**config.mk**
```make
export PLATFORM = sky130hd
export DESIGN_NAME = pc_fetch_unit
export DESIGN_NICKNAME = d
export VERILOG_FILES = /design/src/rtl/pc_fetch_unit.sv
export SDC_FILE = /design/constraint.sdc
export NUM_CORES = 1
export LEC_CHECK = 0
export CAP_MARGIN = 20
export CORE_MARGIN = 1.5
export CORE_UTILIZATION = 29
export DETAILED_ROUTE_END_ITERATION = 6
export GPL_TIMING_DRIVEN = 0
export PLACE_DENSITY_LB_ADDON = 0.15
export SYNTH_ARGS = -nofsm -noshare
export SYNTH_HDL_FRONTEND = slang
export SYNTH_SLANG_ARGS = --single-unit
```
**constraint.sdc**
```tcl
create_clock -name clock -period 2.9 [get_ports clock]
set_input_delay 0.87 -clock clock [delete_from_list [all_inputs] [get_ports clock]]
set_output_delay 0.87 -clock clock [all_outputs]
set_load 0.01 [all_outputs]
```
**src/rtl/pc_fetch_unit.sv**
```systemverilog
// PC, instruction register and PSR for the multicycle CPU.
// Applies the FSM's pcEn/pcIncOrSet commands, evaluating Jcond/Bcond against the PSR.
module pc_fetch_unit #(
  parameter int                    ADDR_WIDTH = 16,
  parameter logic [ADDR_WIDTH-1:0] RESET_PC   = '0
) (
  input  logic                  clock,
  input  logic                  reset,
  input  logic                  pcEn,
  input  logic                  pcIncOrSet,
  input  logic                  irEn,
  input  logic                  psrEn,
  input  logic [4:0]            aluFlags,
  input  logic [15:0]           jumpTarget,
  input  logic [15:0]           memData,
  output logic [ADDR_WIDTH-1:0] pc,
  output logic [15:0]           instruction,
  output logic [4:0]            psrFlags,
  output logic                  taken
);

  localparam logic [3:0] OP_RTYPE = 4'b0000;
  localparam logic [3:0] OP_ADD   = 4'b0101;
  localparam logic [3:0] OP_SUB   = 4'b1001;
  localparam logic [3:0] OP_CMP   = 4'b1011;
  localparam logic [3:0] OP_BCOND = 4'b1100;
  localparam logic [ADDR_WIDTH-1:0] PC_ONE = 1;

  logic [ADDR_WIDTH-1:0] pc_q, pc_d;
  logic [15:0]           ir_q, ir_d;
  logic [4:0]            psr_q, psr_d;
  logic                  taken_c;
  logic                  flag_set_c;
  logic [ADDR_WIDTH-1:0] disp_c;
  logic                  n_f, z_f, f_f, l_f, c_f;

  assign {n_f, z_f, f_f, l_f, c_f} = psr_q;

  always_comb begin
    taken_c = 1'b0;
    case (ir_q[11:8])
      4'h0: taken_c = z_f;
      4'h1: taken_c = !z_f;
      4'h2: taken_c = c_f;
      4'h3: taken_c = !c_f;
      4'h4: taken_c = l_f;
      4'h5: taken_c = !l_f;
      4'h6: taken_c = n_f;
      4'h7: taken_c = !n_f;
      4'h8: taken_c = f_f;
      4'h9: taken_c = !f_f;
      4'hA: taken_c = !l_f && !z_f;
      4'hB: taken_c = l_f || z_f;
      4'hC: taken_c = !n_f && !z_f;
      4'hD: taken_c = n_f || z_f;
      4'hE: taken_c = 1'b1;
      default: taken_c = 1'b0;
    endcase
  end

  // Only add/sub/compare forms write the PSR; everything else must leave the flags alone.
  always_comb begin
    flag_set_c = 1'b0;
    case (ir_q[15:12])
      OP_ADD, OP_SUB, OP_CMP: flag_set_c = 1'b1;
      OP_RTYPE: flag_set_c = (ir_q[7:4] == OP_ADD) || (ir_q[7:4] == OP_SUB)
                             || (ir_q[7:4] == OP_CMP);
      default: flag_set_c = 1'b0;
    endcase
  end

  assign disp_c = {{(ADDR_WIDTH-8){ir_q[7]}}, ir_q[7:0]};

  always_comb begin
    pc_d  = pc_q;
    ir_d  = ir_q;
    psr_d = psr_q;
    if (pcEn) begin
      if (pcIncOrSet && taken_c) begin
        if (ir_q[15:12] == OP_BCOND) pc_d = pc_q + disp_c;
        else                         pc_d = jumpTarget[ADDR_WIDTH-1:0];
      end else begin
        pc_d = pc_q + PC_ONE;
      end
    end
    if (irEn)                psr_d = psr_d;
    if (psrEn && flag_set_c) psr_d = aluFlags;
    if (irEn)                ir_d  = memData;
  end

  always_ff @(posedge clock) begin
    if (!reset) begin
      pc_q  <= RESET_PC;
      ir_q  <= 16'h0000;
      psr_q <= 5'b00000;
    end else begin
      pc_q  <= pc_d;
      ir_q  <= ir_d;
      psr_q <= psr_d;
    end
  end

  assign pc          = pc_q;
  assign instruction = ir_q;
  assign psrFlags    = psr_q;
  assign taken       = taken_c;

endmodule

```
==> results by group, run 1 <==
Logic synthesis
  • Count of warnings emitted by yosys: 0
  • Syn Inst Count: 369
  • Most frequently used flop master after synthesis: sky130_fd_sc_hd__dfxtp_1
  • Number of unique standard cell types used by synthesis: 54
  • Number of nets in the synthesized netlist: 429
  • Dominant cells by area after synthesis: sky130_fd_sc_hd__dfxtp_1 26%, sky130_fd_sc_hd__mux2i_1 9.1%, sky130_fd_sc_hd__ha_1 7.0%, sky130_fd_sc_hd__o21ai_0 6.5%, sky130_fd_sc_hd__a21oi_1 4.7%
  • Ys async rst share: 0%
  • Synth area leader: sky130_fd_sc_hd__dfxtp_1
  • Sequential-to-total area share from yosys stat: 25.9%
  • Post-Synthesis Mean Instance Area: 7.76 um2
  • Number of synthesized flops with an enable pin: 0
  • Flops & latches, synth: 37
  • Area share of the leading cell type in the synthesized netlist: 25.9%
  • Mapped Area: 2860 um2

Power and ir drop
  • Power spent charging and discharging nets: 0.000414 W
  • Power per unit of standard cell area: 340 nW/um2
  • Total internal power: 0.000921 W
  • Sequential group share of total power: 43.5%
  • Sw frac: 31.0%
  • Part of the total power dissipated in the clock network: 29.1%
  • Static Leak: 1.49 nW
  • Maximum VDD drop: 0.171 mV
  • Part of the power in combinational logic: 27.4%
  • Total power consumption of the routed design: 0.00133 W

STA
  • Post-route clock period utilization: 96.4%
  • Count of pins over their slew limit: 0
  • Worst slew margin relative to its limit: 48.0%
  • Minimum clock period after layout: 2800 ps
  • Final-report setup violation count: 0
  • Slew @ Worst Pin: 780 ps
  • Final sum of negative setup slack: 0 ps
  • Largest clock skew in the final design: 9.40 ps
  • Hold violation total from the final report: 0
  • Max Clk Rate: 0.358 GHz
  • Unrepaired setup endpoints after global routing: no

Floorplanning
  • Placeable core region: 9680 um2
  • Effective utilization at floorplan: 29.6%
  • Die boundary width: 102 um
  • Number of rows created at floorplan: 36
  • Die area: 10500 um2
  • IO Pins: 81
  • Height of the die: 102 um

Worst setup path
  • Required time of the critical path: 2030 ps
  • Arrival time at the worst endpoint: 1930 ps
  • Peak fanout along the critical path: 8
  • Startpoint Class: flop
  • Setup CP Type: reg2out
  • Worst Setup End Kind: output port

Clock network
  • Clk root buf: sky130_fd_sc_hd__clkbuf_8
  • Longest Clk Path Bufs: 2
  • TritonCTS clock tree: done
  • Clock latency on the worst-skew pair: 290 ps
  • Inserted Clock Buffers: 5
  • # H-tree levels: 2
  • Number of buffers inserted by post-CTS setup repair: 0
  • CTS clk-pin slew, worst paths: 80 ps
  • Sink count of the clock tree: 37

Cells and area
  • Synthesis-to-layout area growth: 37.1%
  • Final-layout fill cell count: 1039
  • Area of all sequential standard cells: 743 um2
  • Antenna Cells: 0
  • Leading cell type in the layout, fill and taps excluded: sky130_fd_sc_hd__clkdlybuf4s50_1
  • Nets: 514
  • Share of post-route cells with drive strength above 1: 6.37%
  • Area of the multi-input gates: 2010 um2
  • Most frequent cells in the layout: 77 x sky130_fd_sc_hd__clkdlybuf4s50_1, 37 x sky130_fd_sc_hd__o21ai_0, 35 x sky130_fd_sc_hd__dfxtp_1
  • Final instance count without filler cells: 588

Route
  • Number of DRC markers in iteration 0: 134
  • DRT Wirelength: 9130 um
  • Post-detailed-route wirelength per cell: 15.5 um
  • Vias per std cell: 5.18
  • Antenna Violating Nets Remaining: 0
  • DRT Pass-1 Iters: 5
  • Vias: 3047
  • Drt drc: 0

GRT
  • Global-route wire length before repair: 13900 um
  • Vias in the first global route: 2688
  • Antenna violations before repair: 0
  • Total congestion overflow: 0
  • Overall fraction of global-route tracks in use: 17.2%
  • Largest net degree at the start of global routing: 14

Placed design
  • Last weighted congestion value of the routability-driven placer: 0.827
  • Count of placed standard cells including taps: 580
  • Total half-perimeter wirelength after legalization and detailed placement: 6920 um
  • Count of buffers from port buffering: 78

Flow run
  • Number of maximum-capacitance constraint violations: 0

Worst hold path
  • Worst hold path type: reg2reg

Run status
  • Run status: completed
-- power by group through the flow --
stage	Clock (W)	Sequential (W)	Combinational [W]
final	0.000388	0.000581	0.000365
after global routing	0.000432	0.000586	0.000403
after CTS	0.000407	0.000580	0.000368
after detailed placement	0	0.000592	0.000366
after global placement	0	0.000593	0.000362
after floorplan	0	0.000590	0.000193
-- metal layers --
layer,vias up,global-route usage [%],routed length (um)
met4,0,4.00,135
met5,-,0,0
li1,1529,-,-
met2,90,26.9,4160
met1,1419,24.6,4340
met3,9,2.87,495
-- registers in the layout, summed over array words and instances, names as in the netlist --
name	count
pc	16
instruction	16
psrFlags	5
-- critical path: stages, from the launching register on --
cell	delay (ps)
sky130_fd_sc_hd__dfxtp_2	330
sky130_fd_sc_hd__buf_6	130
sky130_fd_sc_hd__nand2b_1	150
sky130_fd_sc_hd__o211a_1	130
sky130_fd_sc_hd__o311a_1	320
sky130_fd_sc_hd__a211o_1	280
sky130_fd_sc_hd__dlygate4sd2_1	290
-- through the flow --
step	area [um2]	setup slack, ps	hold WS, ps	utilization [%]
after floorplan	2860	333	532	-
after global placement	3810	49.4	531	39.4
after detailed placement	3810	22.9	529	39.4
after CTS	3910	24.6	550	40.4
after global routing	3930	5.91	566	40.6
final	3930	104	539	40.6
-- synth_stat cells (2+ instances only) --
library cell	n
sky130_fd_sc_hd__a311oi_1	3
sky130_fd_sc_hd__o21a_1	2
sky130_fd_sc_hd__nor4_1	4
sky130_fd_sc_hd__nor2_1	29
sky130_fd_sc_hd__nor3b_1	11
sky130_fd_sc_hd__a211o_1	2
sky130_fd_sc_hd__buf_6	2
sky130_fd_sc_hd__mux2_2	3
sky130_fd_sc_hd__inv_1	4
sky130_fd_sc_hd__or3_1	2
sky130_fd_sc_hd__a211oi_1	5
sky130_fd_sc_hd__nand3_1	22
sky130_fd_sc_hd__ha_1	16
sky130_fd_sc_hd__xor2_1	3
sky130_fd_sc_hd__buf_2	2
sky130_fd_sc_hd__dfxtp_1	37
sky130_fd_sc_hd__xnor2_1	8
sky130_fd_sc_hd__o311a_1	2
sky130_fd_sc_hd__or2_2	2
sky130_fd_sc_hd__nand4_1	6
sky130_fd_sc_hd__nand2b_1	3
sky130_fd_sc_hd__o21ai_0	37
sky130_fd_sc_hd__a21o_1	3
sky130_fd_sc_hd__nor2b_1	15
sky130_fd_sc_hd__o31ai_1	2
sky130_fd_sc_hd__nor3_1	4
sky130_fd_sc_hd__o211ai_1	4
sky130_fd_sc_hd__and3_1	13
sky130_fd_sc_hd__a31oi_1	3
sky130_fd_sc_hd__nand2_1	26
sky130_fd_sc_hd__clkbuf_1	20
sky130_fd_sc_hd__mux2i_1	26
sky130_fd_sc_hd__a21oi_1	27
-- final timing paths --
check | cells after the start | slack, ps | start | end
worst max-delay path | 6 | 100 | instruction[10] | taken
worst min-delay path | 2 | 540 | pc[14] | pc[14]
worst max register to register | 10 | 190 | pc[0] | pc[8]
worst min register to register | 2 | 540 | pc[14] | pc[14]
-- cell type report --
class	count	share of cell area (%)
multi-input cells	303	51.3
well taps	133	4.24
repair buffers	78	19.8
clock buffers	6	2.10
plain buffers	24	2.80
flip-flops and latches	37	18.9
clock inverters	2	0.350
inverters	5	0.478
-- cells by family (layout without fill, tap and decap cells) --
logic type / Yosys count / in the layout / share of synthesized area, %
buffers and inverters: 29 / 115 / 4.41
AND/OR/NAND/NOR: 142 / 142 / 25.9
multiplexers: 29 / 29 / 10.3
XOR/XNOR: 11 / 11 / 3.36
flip-flops: 37 / 37 / 25.9
AO/OA/AOI/OAI: 104 / 104 / 22.5
adder cells (fa/ha/maj): 17 / 17 / 7.69
-- timing repair --
item                                    4_1_cts  5_1_grt
endpoints found under the setup margin        2        5
hold buffers                                  0        0
gates resized for setup                       4        5
pin swaps                                     0        0
Power figures use the tool's default switching activity.
==> inputs of run 2 (changes only) <==
--- a/config.mk
+++ b/config.mk
@@ -7,7 +7,7 @@
 export LEC_CHECK = 0
 export CAP_MARGIN = 20
 export CORE_MARGIN = 1.5
-export CORE_UTILIZATION = 29
+export CORE_UTILIZATION = 52
 export DETAILED_ROUTE_END_ITERATION = 6
 export GPL_TIMING_DRIVEN = 0
 export PLACE_DENSITY_LB_ADDON = 0.15
==> constraint.sdc (replaced) <==
create_clock -name clock -period 3.6 [get_ports clock]
set_input_delay 0.54 -clock clock [delete_from_list [all_inputs] [get_ports clock]]
set_output_delay 0.54 -clock clock [all_outputs]
set_load 0.01 [all_outputs]
==> results by group, run 2 (synthesis results as in run 1) <==
Floorplanning
  • IO Pins: 81
  • Number of rows created at floorplan: 26
  • Die area: 5960 um2
  • Placeable core region: 5200 um2
  • Die boundary width: 77.2 um
  • Height of the die: 77.2 um
  • Effective utilization at floorplan: 55.0%

Placed design
  • Last weighted congestion value of the routability-driven placer: 0.852
  • Count of buffers from port buffering: 78
  • Worst setup slack after placement: 730 ps
  • Area after DPL: 3730 um2
  • Count of placed standard cells including taps: 517
  • Total half-perimeter wirelength after legalization and detailed placement: 6490 um

Route
  • Antenna Violating Nets Remaining: 0
  • Wire length on met1: 3700 um
  • DRT Pass-1 Iters: 4
  • DRT Wirelength: 8650 um
  • Number of DRC markers in iteration 0: 177
  • WL met3: 603 um
  • Vias: 3186
  • Post-detailed-route wirelength per cell: 16.5 um
  • Vias per std cell: 6.07
  • Detail Route met2 WL: 4240 um
  • Drt drc: 0
  • Uppermost layer routed: met4

Cells and area
  • Most frequent cells in the layout: 78 x sky130_fd_sc_hd__clkdlybuf4s50_1, 37 x sky130_fd_sc_hd__o21ai_0, 37 x sky130_fd_sc_hd__dfxtp_1
  • Share of post-route cells with drive strength above 1: 3.96%
  • Synthesis-to-layout area growth: 33.1%
  • Leading cell type in the layout, fill and taps excluded: sky130_fd_sc_hd__clkdlybuf4s50_1
  • Nets: 514
  • Post-route standard cell area excluding fillers: 3810 um2
  • Final instance count without filler cells: 525
  • Antenna Cells: 0
  • Final-layout fill cell count: 442

Worst setup path
  • Worst Setup End Kind: flop
  • Arrival time at the worst endpoint: 3090 ps
  • Origin of the critical flop-to-flop path: pc[0]
  • Crit. Startpoint: pc[0]
  • Startpoint Class: flop
  • Peak fanout along the critical path: 6
  • Setup CP Type: reg2reg
  • Required time of the critical path: 3770 ps

Run status
  • Run status: completed

Clock network
  • Clock latency on the worst-skew pair: 280 ps
  • TritonCTS clock tree: done
  • CTS clk-pin slew, worst paths: 70 ps
  • Inserted Clock Buffers: 5
  • # H-tree levels: 2
  • Hold-fix buffers at CTS: 0
  • Sink count of the clock tree: 37
  • Resized Gates After CTS: 0
  • Clk root buf: sky130_fd_sc_hd__clkbuf_8
  • Longest Clk Path Bufs: 2
  • Number of buffers inserted by post-CTS setup repair: 0

GRT
  • Global-route wire length before repair: 13700 um
  • Antenna violations before repair: 0
  • Largest net degree at the start of global routing: 14
  • Vias in the first global route: 2830
  • Total congestion overflow: 0
  • Overall fraction of global-route tracks in use: 28.7%

Power and ir drop
  • Power spent charging and discharging nets: 0.000318 W
  • Part of the power in combinational logic: 28.5%
  • Part of the total power dissipated in the clock network: 26.8%
  • Static Leak: 1.47 nW
  • Maximum VDD drop: 0.240 mV
  • Sw frac: 30.5%
  • Sequential group share of total power: 44.7%
  • Total internal power: 0.000725 W
  • Power per unit of standard cell area: 274 nW/um2

STA
  • Count of pins over their slew limit: 0
  • Worst slew margin relative to its limit: 54.9%
  • Hold violation total from the final report: 0
  • Final sum of negative setup slack: 0 ps
  • Final-report setup violation count: 0
  • Slew @ Worst Pin: 677 ps
  • Worst setup margin: 680 ps
  • Minimum clock period after layout: 2920 ps
  • Unrepaired setup endpoints after global routing: no
  • Max Clk Rate: 0.342 GHz
  • Post-route clock period utilization: 81.1%
  • Largest clock skew in the final design: 2.84 ps

Flow run
  • Number of maximum-capacitance constraint violations: 0

Worst hold path
  • Worst hold path type: reg2reg
  • Startpoint of the most critical hold path: instruction[3]
## run 2: cell count changes in the layout (fill, tap and decap cells not counted), sizes merged
cell	previous run	this run
clkdlybuf4s50	77	78
clkinv	2	0
dlygate4sd2	1	0
clkbuf	26	28
## run 2: final timing paths
kind                    endpoint  slack (ps)  cells after the start
setup / recovery          pc[12]         680                     10
hold / removal    instruction[3]         540                      2
setup reg to reg          pc[12]         680                     10
hold reg to reg   instruction[3]         540                      2
## run 2: area by class of cell
| cell class | count | area [um2] | share of cell area [%] |
|---|---|---|---|
| well taps | 70 | 87.6 | 2.30 |
| multi-input cells | 303 | 2000 | 52.4 |
| plain buffers | 24 | 108 | 2.82 |
| inverters | 5 | 18.8 | 0.492 |
| repair buffers | 78 | 781 | 20.5 |
| clock buffers | 8 | 80.1 | 2.10 |
| flip-flops and latches | 37 | 741 | 19.4 |
## run 2: critical path, cell delays in order, from the launching register on
cell and delay, ps:
sky130_fd_sc_hd__dfxtp_1 370, sky130_fd_sc_hd__ha_1 250, sky130_fd_sc_hd__fa_1 430, sky130_fd_sc_hd__a211oi_1 310, sky130_fd_sc_hd__o21bai_1 180, sky130_fd_sc_hd__o21ba_2 250, sky130_fd_sc_hd__or2_2 290, sky130_fd_sc_hd__a211oi_1 300
sky130_fd_sc_hd__xnor2_1 120, sky130_fd_sc_hd__mux2i_1 200, sky130_fd_sc_hd__o21ai_0 100
## run 2: power by group through the flow
stage               clock network (W)  logic, W  registers [W]
finish                       0.000279  0.000297       0.000466
global route                 0.000303  0.000322       0.000470
CTS                          0.000280  0.000295       0.000465
detailed placement                  0  0.000293       0.000475
global placement                    0  0.000284       0.000473
floorplan                           0  0.000155       0.000476
## run 2: per-stage QoR
stage          hold slack (ps)  util (%)  total power (W)
2_1_floorplan              532         -         0.000631
5_1_grt                    580      73.2          0.00109
6_report                   542      73.2          0.00104
3_5_place_dp               520      71.7         0.000768
3_3_place_gp               516      71.7         0.000758
4_1_cts                    541      73.2          0.00104
## run 2: metal layers
layer,track usage [%],vias up
met5,0,-
met4,7.27,0
met3,4.52,13
met2,49.9,131
met1,36.7,1506
li1,-,1536
==> inputs of run 3 (changes only) <==
--- a/config.mk
+++ b/config.mk
@@ -7,7 +7,7 @@
 export LEC_CHECK = 0
 export CAP_MARGIN = 20
 export CORE_MARGIN = 1.5
-export CORE_UTILIZATION = 52
+export CORE_UTILIZATION = 49
 export DETAILED_ROUTE_END_ITERATION = 6
 export GPL_TIMING_DRIVEN = 0
 export PLACE_DENSITY_LB_ADDON = 0.15
==> constraint.sdc (replaced) <==
create_clock -name clock -period 3 [get_ports clock]
set_input_delay 0.45 -clock clock [delete_from_list [all_inputs] [get_ports clock]]
set_output_delay 0.45 -clock clock [all_outputs]
set_load 0.01 [all_outputs]
==> results by group, run 3 (synthesis results as in run 1) <==
Run status
  • Run status: completed

Route
  • Vias per std cell: 5.91
  • DRT Wirelength: 8390 um
  • Drt drc: 0
  • Vias: 3113
  • Antenna Violating Nets Remaining: 0
  • Number of DRC markers in iteration 0: 286
  • Post-detailed-route wirelength per cell: 15.9 um
  • DRT Pass-1 Iters: 5

Worst setup path
  • Startpoint Class: flop
  • CP Cell Sequence: ha_1, fa_1, a211oi_2, o21bai_1, o21ba_2, or2_2, a21oi_1, xnor2_1, nand2_1, a221oi_1
  • Peak fanout along the critical path: 6
  • Setup CP Type: reg2reg
  • Biggest cell delay along the critical path: 440 ps
  • Reg2Reg Depth: 10
  • Worst Setup End Kind: flop
  • Required time of the critical path: 3200 ps
  • Slack of the worst reg-to-reg path: 150 ps
  • Arrival time at the worst endpoint: 3050 ps
  • Slowest cell on the critical path: sky130_fd_sc_hd__fa_1
  • Origin of the critical flop-to-flop path: pc[0]
  • Worst reg2reg path endpoint: pc[8]

Cells and area
  • Share of post-route cells with drive strength above 1: 5.05%
  • Synthesis-to-layout area growth: 34.9%
  • Leading cell type in the layout, fill and taps excluded: sky130_fd_sc_hd__clkdlybuf4s50_1
  • Most frequent cells in the layout: 78 x sky130_fd_sc_hd__clkdlybuf4s50_1, 37 x sky130_fd_sc_hd__o21ai_0, 37 x sky130_fd_sc_hd__dfxtp_1
  • Utilization of the core after routing: 69.3%
  • Post-route standard cell area excluding fillers: 3860 um2
  • Nets: 514
  • Antenna Cells: 0

Clock network
  • Number of buffers inserted by post-CTS setup repair: 0
  • Longest Clk Path Bufs: 2
  • Sink count of the clock tree: 37
  • TritonCTS clock tree: done
  • # H-tree levels: 2
  • CTS clk-pin slew, worst paths: 80 ps
  • Clk root buf: sky130_fd_sc_hd__clkbuf_8
  • Inserted Clock Buffers: 5
  • Hold-fix buffers at CTS: 0
  • Clock latency on the worst-skew pair: 290 ps
  • Resized Gates After CTS: 0

GRT
  • Overall fraction of global-route tracks in use: 26.2%
  • Global-route wire length before repair: 13000 um
  • Antenna violations before repair: 0
  • Largest net degree at the start of global routing: 14
  • Total congestion overflow: 0
  • Vias in the first global route: 2678

Power and ir drop
  • Power per unit of standard cell area: 357 nW/um2
  • Maximum VDD drop: 0.404 mV
  • Total power consumption of the routed design: 0.00138 W
  • Static Leak: 1.49 nW

Floorplanning
  • IO Pins: 81
  • Placeable core region: 5570 um2
  • Height of the die: 79.5 um
  • Number of rows created at floorplan: 27
  • Die boundary width: 79.5 um
  • Die area: 6310 um2
  • Effective utilization at floorplan: 51.4%

Worst hold path
  • Worst hold path type: reg2reg
  • Cell depth of the worst hold path: 2
  • Startpoint of the most critical hold path: instruction[3]
  • Min-Delay Endpoint: instruction[3]

Placed design
  • Last weighted congestion value of the routability-driven placer: 0.887
  • Count of buffers from port buffering: 78
  • Worst setup slack after placement: 79.0 ps
  • Total half-perimeter wirelength after legalization and detailed placement: 6320 um
  • Area after DPL: 3730 um2

STA
  • Worst setup margin: 145 ps
  • Post-route clock period utilization: 95.2%
  • Minimum clock period after layout: 2850 ps
  • Final sum of negative setup slack: 0 ps
  • Worst slew margin relative to its limit: 51.8%
  • Unrepaired setup endpoints after global routing: no
  • Count of pins over their slew limit: 0
  • Max Clk Rate: 0.350 GHz
  • Slew @ Worst Pin: 723 ps
  • Hold violation total from the final report: 0
  • Largest clock skew in the final design: 8.44 ps
  • Final-report setup violation count: 0

Flow run
  • Number of maximum-capacitance constraint violations: 0
run 3: cell types whose count changed in the layout (fill, tap and decap cells not counted), sizes merged:
| cell | change |
|---|---|
| clkbuf | -2 |
| bufinv | +1 |
| clkinvlp | +1 |
run 3: area by class of cell:
cell class              instances  area (um2)
inverters                       5        18.8
multi-input cells             303        2010
fillers                       489        1710
well taps                      72        90.1
flip-flops and latches         37         741
repair buffers                 78         781
clock buffers                   6        82.6
clock inverters                 2        37.5
plain buffers                  24         108
run 3: per-stage QoR:
stage	std cells	hold WS, ps
global placement	519	521
CTS	527	545
floorplan	369	532
finish	527	546
global route	527	577
detailed placement	519	530
run 3: worst max path at each step:
stage | from | slack, ps | to
after floorplan | pc[0] | 430 | pc[8]
after global placement | pc[0] | 180 | pc[12]
after detailed placement | pc[0] | 80 | pc[12]
after CTS | pc[0] | 50 | pc[12]
after global routing | instruction[7] | 30 | pc[15]
final | pc[0] | 150 | pc[8]
run 3: power by group:
part,total (W),switching [W],internal [W]
combinational,0.000354,0.000167,0.000187
clock,0.000465,0.000195,0.000271
sequential,0.000559,0.0000420,0.000517
run 3: worst max-delay path, delay by kind of cell, from the launching register on:
kind	cells	cell delay, ps
AOI/OAI and AO/OA	5	1150
DFF	1	370
xor gates and xnor gates	1	130
and+or+nand+nor	2	390
adders and majority gates	2	700
run 3: per-layer routing:
metal  share of wire (%)  routed length (um)  GRT usage [%]  vias to the layer above
li1                    -                   -              -                     1535
met1                  45                3740           35.0                     1423
met2                  47                3940           42.5                      139
met3                 6.1                 509           4.23                       16
met4                 2.3                 197           9.12                        0
met5                   0                   0              0                        -
==> RTL change, RTL diff (flow settings as in run 1) <==
Register the input `jumpTarget` before use. The logic sees it one clock later. The other inputs are not delayed to match.
--- a/src/rtl/pc_fetch_unit.sv
+++ b/src/rtl/pc_fetch_unit.sv
@@ -25,6 +25,12 @@
   localparam logic [3:0] OP_CMP   = 4'b1011;
   localparam logic [3:0] OP_BCOND = 4'b1100;
   localparam logic [ADDR_WIDTH-1:0] PC_ONE = 1;
+
+  logic [15:0] jumpTarget_q;
+
+  always_ff @(posedge clock) begin
+    jumpTarget_q <= jumpTarget;
+  end
 
   logic [ADDR_WIDTH-1:0] pc_q, pc_d;
   logic [15:0]           ir_q, ir_d;
@@ -78,7 +84,7 @@
     if (pcEn) begin
       if (pcIncOrSet && taken_c) begin
         if (ir_q[15:12] == OP_BCOND) pc_d = pc_q + disp_c;
-        else                         pc_d = jumpTarget[ADDR_WIDTH-1:0];
+        else                         pc_d = jumpTarget_q[ADDR_WIDTH-1:0];
       end else begin
         pc_d = pc_q + PC_ONE;
       end
Formal check against the unedited RTL: not equivalent (Yosys sat finds a counterexample within 4 cycles, from zero or initial values and one cycle with reset low).
==> RTL change against run 1 <==
- wire length is 1.8% lower
- clock skew is 1.5 ps lower
- sequential cell count is 16 higher
- cell area is 6.2% higher
- cell count is 0.68% lower
- maximum frequency is 2.4% higher
- count of clock-buffer cells in the layout stayed put
- synthesized area is 7.1% higher
- largest power group unchanged
- power is 28% higher
- setup slack better by 66 ps
==> RTL change: results (changes against run 1) <==
Final WL: 8974 um (-1.8%)
Cell variety after synth: 55 (+1.9%)
Met3 GRT Util: 3.216% (+0.34 points)
Worst skew pair latency: 320 ps (+30 ps)
CP peak stage delay: 370 ps (+40 ps)
Metal2 WL: 4202 um (+0.96%)
Adder-Cell Fraction of Synth Area: 7.178% (-0.51 points)
Met1 usage: 20.95% (-3.7 points)
Mux cell area share after synthesis: 8.483% (-1.8 points)
Post-synthesis net count: 420 (-2.1%)
NetSw: 473.9 uW (+15%)
Placed Cells: 575 (-0.86%)
Ranking of synthesized cells by area: dfxtp_1 (35%), mux2i_1 (8.5%), ha_1 (6.5%), a21oi_1 (4.7%), nand2_1 (4.3%)
XOR/XNOR Fraction of Synth Area: 3.997% (+0.63 points)
Layout Skew: 7.852 ps (-1.544 ps)
Slew margin rel.: 48.36% (+0.39 points)
DR WL met3: 447 um (-9.7%)
Final Net Count: 507 (-1.4%)
Reg2Reg Depth: 8 (-2)
Seq/Total Area, Yosys: 34.58% (+8.7 points)
CP max-delay cell: or3_1
Final Wtd Congestion: 0.7911 (-4.4%)
Global-route wire length before repair: 14330 um (+3.3%)
Cell family with the largest share of critical-path delay: simple AND/OR/NAND/NOR gates
Worst EP arrival: 1860 ps (-70 ps)
Reg clk slew, reported paths: 100 ps (+20 ps)
Vias in the first global route: 2862 (+6.5%)
Synth top cells by count: dfxtp_1 (53), nand2_1 (35), nor2_1 (34)
Place WS: 66.76 ps (+43.83 ps)
Largest net degree at the start of global routing: 17 (+3)
Crit-path max FO: 10 (+2)
Status: completed
Wl on met1: 4189 um (-3.5%)
DP Area: 0.004029 mm^2 (+5.7%)
Port Buf Inserts: 79 (+1.3%)
Met2 usage: 26.90% (-0.047 points)
Peak supply drop: 0.0001803 V (+5.6%)
HPWL after DPL: 6757 um (-2.4%)
Pre-Repair DR Iteration Count: 4 (-1)
1st-iter DRT viols: 88 (-34%)
Compound-gate portion of the synthesized area: 21.78% (-0.76 points)
## RTL change: final timing paths
path | slack, ps | start | end
worst max-delay path | 170 | instruction[9] | taken
worst min-delay path | 470 | jumpTarget_q[14] | pc[14]
worst max register to register | 320 | pc[4] | pc[13]
worst min register to register | 470 | jumpTarget_q[14] | pc[14]
## RTL change: layout make-up
class,count,area (um^2)
flip-flops and latches,53,1066
clock inverters,2,37.54
plain buffers,16,72.57
well taps,136,170.2
inverters,5,18.77
multi-input cells,286,1932
repair buffers,80,793.3
fillers,1075,6105
clock buffers,6,82.58
## RTL change: power by group through the flow
stage	clock network (mW)	registers (mW)	logic (mW)
final	0.554	0.809	0.339
after global routing	0.600	0.817	0.372
after CTS	0.569	0.810	0.339
after detailed placement	0	0.825	0.337
after global placement	0	0.825	0.333
after floorplan	0	0.826	0.168
## RTL change: what timing repair did
action,4_1_cts,5_1_grt
resized for setup,7,3
hold endpoints to repair,0,0
hold buffers,0,0
endpoints found under the setup margin,1,3
setup buffers,0,1
pin swaps,0,2
gates cloned,0,0
